<file path="src/rtl/mask_pkg.sv">
// Shared types and constants for the 2-share Boolean masking blocks.
package mask_pkg;

    localparam int SHARES     = 2;
    localparam int MASK_WIDTH = 2;

    typedef enum logic [1:0] {
        IDLE     = 2'd0,
        WAIT_RND = 2'd1,
        OUT      = 2'd2,
        REFRESH  = 2'd3
    } state_e;

endpackage

</file>
<file path="src/rtl/mask_share_reg.sv">
// Share-pair register: load (d ^ r, r) or XOR-refresh both shares with r.
// Every share bit comes straight from a flop.
module mask_share_reg
    import mask_pkg::*;
#(
    parameter int WIDTH = MASK_WIDTH
) (
    input  logic             clk,
    input  logic             rst,
    input  logic             i_load,
    input  logic             i_refresh,
    input  logic [WIDTH-1:0] i_data,
    input  logic [WIDTH-1:0] i_rnd,
    output logic [WIDTH-1:0] o_share0,
    output logic [WIDTH-1:0] o_share1
);

    logic [WIDTH-1:0] r_share0;
    logic [WIDTH-1:0] r_share1;

    always_ff @(posedge clk or posedge rst) begin
        if (rst) begin
            r_share0 <= '0;
            r_share1 <= '0;
        end else if (i_load) begin
            r_share0 <= i_data ^ i_rnd;
            r_share1 <= i_rnd;
        end else if (i_refresh) begin
            r_share0 <= r_share0 ^ i_rnd;
            r_share1 <= r_share1 ^ i_rnd;
        end
    end

    assign o_share0 = r_share0;
    assign o_share1 = r_share1;

endmodule

</file>
<file path="src/rtl/mask_share_encoder.sv">
// Masking encoder: word + fresh rnd -> registered 2-share pair.
// Define MASK_SHARE_REFRESH_EN to add a REFRESH step using a second rnd word.
module mask_share_encoder
    import mask_pkg::*;
#(
    parameter int WIDTH = MASK_WIDTH,
    parameter int CNT_W = 16
) (
    input  logic             clk,
    input  logic             rst,
    input  logic             in_valid,
    output logic             in_ready,
    input  logic [WIDTH-1:0] in_data,
    input  logic             rnd_valid,
    output logic             rnd_ready,
    input  logic [WIDTH-1:0] rnd,
    output logic             out_valid,
    input  logic             out_ready,
    output logic [WIDTH-1:0] o_share0,
    output logic [WIDTH-1:0] o_share1,
    output logic [CNT_W-1:0] o_count
);

    state_e           r_state;
    logic [WIDTH-1:0] r_data;
    logic [CNT_W-1:0] r_count;
    logic             w_load;
    logic             w_refresh;

    always_ff @(posedge clk or posedge rst) begin
        if (rst) begin
            r_state <= IDLE;
            r_data  <= '0;
            r_count <= '0;
        end else begin
            case (r_state)
                IDLE: begin
                    if (in_valid) begin
                        r_data  <= in_data;
                        r_state <= WAIT_RND;
                    end
                end
                WAIT_RND: begin
                    if (rnd_valid) begin
                        // plain value must not outlive the masking step
                        r_data  <= '0;
`ifdef MASK_SHARE_REFRESH_EN
                        r_state <= REFRESH;
`else
                        r_state <= OUT;
`endif
                    end
                end
                REFRESH: begin
                    if (rnd_valid) begin
                        r_state <= OUT;
                    end
                end
                OUT: begin
                    if (out_ready) begin
                        r_count <= r_count + 1'b1;
                        r_state <= IDLE;
                    end
                end
                default: r_state <= IDLE;
            endcase
        end
    end

    assign in_ready  = (r_state == IDLE);
    assign rnd_ready = (r_state == WAIT_RND) | (r_state == REFRESH);
    assign out_valid = (r_state == OUT);
    assign o_count   = r_count;

    assign w_load    = (r_state == WAIT_RND) & rnd_valid;
    assign w_refresh = (r_state == REFRESH) & rnd_valid;

    mask_share_reg #(
        .WIDTH(WIDTH)
    ) u_share_reg (
        .clk      (clk),
        .rst      (rst),
        .i_load   (w_load),
        .i_refresh(w_refresh),
        .i_data   (r_data),
        .i_rnd    (rnd),
        .o_share0 (o_share0),
        .o_share1 (o_share1)
    );

endmodule

</file>
<file path="config.mk">
export PLATFORM = sky130hd
export DESIGN_NAME = mask_share_encoder
export DESIGN_NICKNAME = d
export VERILOG_FILES = /design/src/rtl/mask_pkg.sv /design/src/rtl/mask_share_reg.sv /design/src/rtl/mask_share_encoder.sv
export SDC_FILE = /design/constraint.sdc
export NUM_CORES = 1
export LEC_CHECK = 0
export BUFFER_PORTS_ARGS = -buffer_cell sky130_fd_sc_hd__buf_2
export CAP_MARGIN = 0
export CORE_MARGIN = 3
export CORE_UTILIZATION = 50
export DETAILED_ROUTE_END_ITERATION = 12
export PLACE_DENSITY = 0.77
export REMOVE_ABC_BUFFERS = 1
export SLEW_MARGIN = 25
export SYNTH_ARGS = -nofsm -noshare
export SYNTH_HDL_FRONTEND = slang
export SYNTH_SLANG_ARGS = --single-unit
</file>
<file path="constraint.sdc">
create_clock -name clk -period 1.6 [get_ports clk]
set_input_delay 0.32 -clock clk [delete_from_list [all_inputs] [get_ports clk]]
set_output_delay 0.32 -clock clk [all_outputs]
set_load 0.1 [all_outputs]
</file>
# Yosys cells after proc, flatten, opt, wreduce, memory -nomap -nowiden
# Cells that the tools add are included.
[word_totals]
register_bits = 24
input_bits = 9
out_inout_bits = 23
elab_cells = 37
[op_classes]
n_addsub = 1
eq_ne = 7
muxes = 11
bitwise = 6
n_reduce_logical = 7
[ops]
columns = ["op", "n"]
rows = [
  ["2-bit 2-to-1 mux", 9],
  ["16-bit by 1-bit adder with 16-bit output (second input constant)", 1],
  ["2-bit case mux with 3 select lines", 1],
  ["3-bit AND reduction", 2],
  ["2-bit XOR", 3],
  ["2-bit equality test (second input constant)", 2],
  ["2-bit by 1-bit != test with 1-bit output (second input constant)", 2],
  ["2-bit != test (second input constant)", 2],
  ["2-bit case mux with 2 select lines", 1],
  ["2-bit nonzero test", 2],
  ["1-bit bitwise AND", 2],
  ["2-bit by 1-bit equality test with 1-bit output (second input constant)", 1],
  ["2-bit logical NOT", 1],
  ["2-bit AND reduction", 1],
  ["2-bit OR reduction", 1],
  ["1-bit OR", 1],
]

# Logic depth before layout (Yosys ltp)
[depth]
depth_word = 4
mapped_depth = 5
depth_no_buf = 5

# Modules after synthesis
# A second synthesis with hierarchy kept.
[hier_totals]
hier_cells = 105
area_unflattened_um2 = 1194.9
[modules_own_cells]
columns = ["mod", "instances", "cells_per_inst", "area_per_inst_um2", "seq_area_each_um2"]
rows = [
  ["mask_share_encoder", 1, 81, 944.7, 500.5],
  ["mask_share_reg", 1, 24, 250.2, 100.1],
]

# Least setup slack after synthesis
# OpenSTA, ideal clock, no wires.
[synth_path]
path_kind = "flip-flop to output port"
start = "register r_state[1]"
end = "output port out_valid"
arrival_time_ps = 1898
required_ps = 1280
path_slack_ps = -618
stages_incl_launch_ff = 4
n_path_buf = 1
path_cell_list = "dfrtp_1 -> buf_4 -> inv_1 -> nor2_1"
[synth_between]
elab_chain_len = 1
[synth_lines]
columns = ["element", "line", "source"]
rows = [
  ["start, declared", "mask_share_encoder.sv:24", "state_e r_state;"],
  ["start signal, assigned", "mask_share_encoder.sv:32", "r_state <= IDLE;"],
  ["start signal, assigned", "mask_share_encoder.sv:40", "r_state <= WAIT_RND;"],
  ["start signal, assigned", "mask_share_encoder.sv:50", "r_state <= OUT;"],
  ["2-bit equality test", "mask_share_encoder.sv:72", "assign out_valid = (r_state == OUT);"],
  ["end, declared", "mask_share_encoder.sv:17", "output logic out_valid,"],
]
# No other way between the ends.

# Worst setup path in the final report
[layout_path]
start = "register r_count[5], in the netlist o_count[5]"
end = "output port o_count[5]"
[layout_lines]
columns = ["element", "line", "source"]
rows = [
  ["start, declared", "mask_share_encoder.sv:26", "logic [CNT_W-1:0] r_count;"],
  ["start signal, assigned", "mask_share_encoder.sv:61", "r_count <= r_count + 1'b1;"],
  ["end, declared", "mask_share_encoder.sv:21", "output logic [CNT_W-1:0] o_count"],
]
# No word-level cell between the ends.

==> flow_metrics.py <==
metrics = {
    "cells_and_area": {
        "final_cell_mix": "28 x buf_2, 22 x dfrtp_1, 15 x nand2_1, 11 x xnor2_1, 8 x a21oi_1",
        "multiInputGateArea_um2": 510.5,
        "fill_cells": 178,
        "syn2layout_area_growth_pct": 23.21,
        "nets": 161,
        "seq_area_um2": 603.1,
        "layoutNonFillerInstCount": 176,
        "drive_gt1_frac": 0.3154,
        "diodes": 0,
        "layout_commonest_cell": "buf_2",
    },
    "worst_setup_path": {
        "worstPathArrival_ps": 1210,
        "cp-start-kind": "register",
        "slowest_delay_ps": 460,
        "worstSetupPathType": "register to primary output",
        "cp_num_buf_inv": 1,
        "crit_family": "buffers and inverters",
        "path_cells": "buf_2",
        "cp.required_ps": 1280,
        "cp_max_fo": 6,
        "crit_slowest_cell": "buf_2",
        "end_kind": "primary output",
    },
    "place": {
        "port_buffers": 31,
        "pre_cts_ws_ps": 162.1,
        "hpwl_um": 1736,
        "place_inst": 171,
        "place.gp.congestion": 0.7361,
    },
    "sta": {
        "fmax_ghz": 0.6541,
        "clock_skew_ps": 1.219,
        "final_hold_viol_count": 0,
        "setup_viol": 0,
        "slew_viol_final": 0,
        "fin_ws_ps": 71.25,
        "rsz0062_at_grt": "false",
        "tns_ps": 0,
        "finalCriticalPeriod_ps": 1529,
        "slew_headroom": 0.6746,
        "min_period_over_period": 0.9555,
        "worst_pin_slew_ps": 491.5,
        "whs_ps": 48.75,
    },
    "clock_network": {
        "cts-hold-fix-buffers": 0,
        "clk_path_buf_depth": 2,
        "clockRootBuffer": "clkbuf_4",
        "clk_latency_ps": 300,
        "htree_levels": 1,
        "cts_tree": "built",
        "cts.sinks": 24,
        "clk_pin_slew_ps": 120,
        "cts-buffers-inserted": 3,
    },
    "global_routing": {
        "grt_pass1_vias": 896,
        "grt-ovfl-total": 0,
        "grt.total_usage": 0.1776,
        "grt_pass1_wl_um": 3739,
        "grt_max_degree": 25,
        "antenna_found_initial": 0,
    },
    "synthesis": {
        "ys_seq_area_frac": 0.5206,
        "synth-seq-cells": 24,
        "ys_warn_count": 0,
        "synth.avg_cell_area_um2": 10.21,
        "syn_area_um2": 1154,
        "synth_cell_types": 27,
        "synthCells": 113,
    },
    "die": {
        "dieArea_um2": 2920,
        "io_pins": 32,
        "die_y_um": 54.04,
        "core-area_um2": 2062,
        "dieWidth_um": 54.04,
        "start_util": 0.5595,
        "num_rows": 16,
    },
    "hold_path": {
        "hp-class": "input pin to async pin",
    },
    "drt": {
        "drtAntennaViolNets": 0,
        "via_count": 898,
        "wl_per_cell_um": 12.77,
        "viasPerCell": 5.102,
        "dr.pass1.iters": 3,
        "first_iter_violations": 5,
        "routed_wl_um": 2247,
        "drc": 0,
    },
    "outcome": {
        "outcome": "finished, final reports clean",
    },
    "power_and_ir_drop": {
        "ir_worst_vdd_mv": 1.800,
        "p_leak_uw": 0.0007474,
        "power_density_nw_per_um2": 2101,
        "total_power_uw": 2987,
    },
    "run": {
        "maxCapViolCount": 0,
    },
}
-- worst paths after layout --
path	slack [ps]	depth (start not counted)	to	from
setup / recovery	70	1	o_count[5]	o_count[5]
hold / removal	50	3	o_count[12]	rst
setup reg to reg	180	4	o_count[8]	r_state[0]
hold reg to reg	480	1	o_count[15]	o_count[15]
max in group asynchronous	1300	3	r_state[0]	rst
min in group clk	250	2	r_state[1]	out_ready
-- layout make-up --
cell class,count,area share
Timing Repair Buffer,36,0.1585
Tap cell,27,0.02377
Multi-Input combinational cell,79,0.3592
Inverter,7,0.01849
Clock buffer,3,0.01585
Sequential cell,24,0.4243
-- kinds of logic (layout without fill, tap and decap cells) --
kind of cell | Yosys count | after routing | synth area share
mux | 2 | 2 | 0.01952
flops | 24 | 24 | 0.5206
xor+xnor | 15 | 15 | 0.1139
compound gates | 17 | 17 | 0.08243
buf+inv | 10 | 46 | 0.03688
fa+ha+maj | 1 | 1 | 0.01084
simple gates | 44 | 44 | 0.2158
-- metrics by stage --
step | instance area (um2) | util
after floorplan | 1137 | -
after global placement | 1379 | 0.6687
after detailed placement | 1379 | 0.6687
after CTS | 1405 | 0.6814
after global routing | 1421 | 0.6893
final | 1421 | 0.6893
-- synthesized netlist by cell type --
| master | count | area, um2 |
|---|---|---|
| buf_4 | 1 | 7.510 |
| xor2_1 | 4 | 35.03 |
| nand4_1 | 2 | 12.51 |
| clkbuf_1 | 1 | 3.750 |
| and4_1 | 1 | 8.760 |
| nor2b_1 | 3 | 18.77 |
| buf_2 | 1 | 5.000 |
| inv_1 | 7 | 26.28 |
| nor4_1 | 1 | 6.260 |
| mux2_2 | 2 | 22.52 |
| nand2_1 | 15 | 56.30 |
| xnor2_1 | 11 | 96.34 |
| and3_1 | 1 | 6.260 |
| nand2_2 | 1 | 6.260 |
| nor3_4 | 2 | 32.53 |
| a21oi_1 | 8 | 40.04 |
| nand2b_1 | 1 | 6.260 |
| o22ai_1 | 2 | 12.51 |
| and3b_1 | 1 | 8.760 |
| o22a_1 | 2 | 17.52 |
| nor2_1 | 7 | 26.28 |
| dfrtp_1 | 24 | 600.6 |
| nand3b_4 | 1 | 20.02 |
| nor3_1 | 3 | 15.01 |
| ha_1 | 1 | 12.51 |
| o21ai_0 | 5 | 25.02 |
| nand3_1 | 5 | 25.02 |
-- registers in the layout, indices dropped and copies added, names as in the netlist --
| register | count |
|---|---|
| o_count | 16 |
| r_data | 2 |
| r_state | 2 |
| u_share_reg.o_share0 | 2 |
| u_share_reg.o_share1 | 2 |
-- layer usage --
layer / global-route usage / vias up / part of all wire
met1: 0.2014 / 420 / 0.43
met3: 0.03047 / 4 / 0.048
li1: - / 453 / -
met5: 0 / - / 0
met4: 0.09959 / 0 / 0.020
met2: 0.3125 / 21 / 0.50
-- where the power goes --
part           leakage, uW  total, uW  internal (uW)  switching [uW]
registers         0.000303        918            754             164
clock network    0.0000138        252           87.8             164
logic             0.000431       1820            472            1350
total             0.000747       2990           1310            1670
-- timing repair --
item / CTS / global route
endpoints found under the setup margin: 2 / 3
buffers inserted: 0 / 2
gates resized for setup: 2 / 1
(Power assumes the default switching activity.)
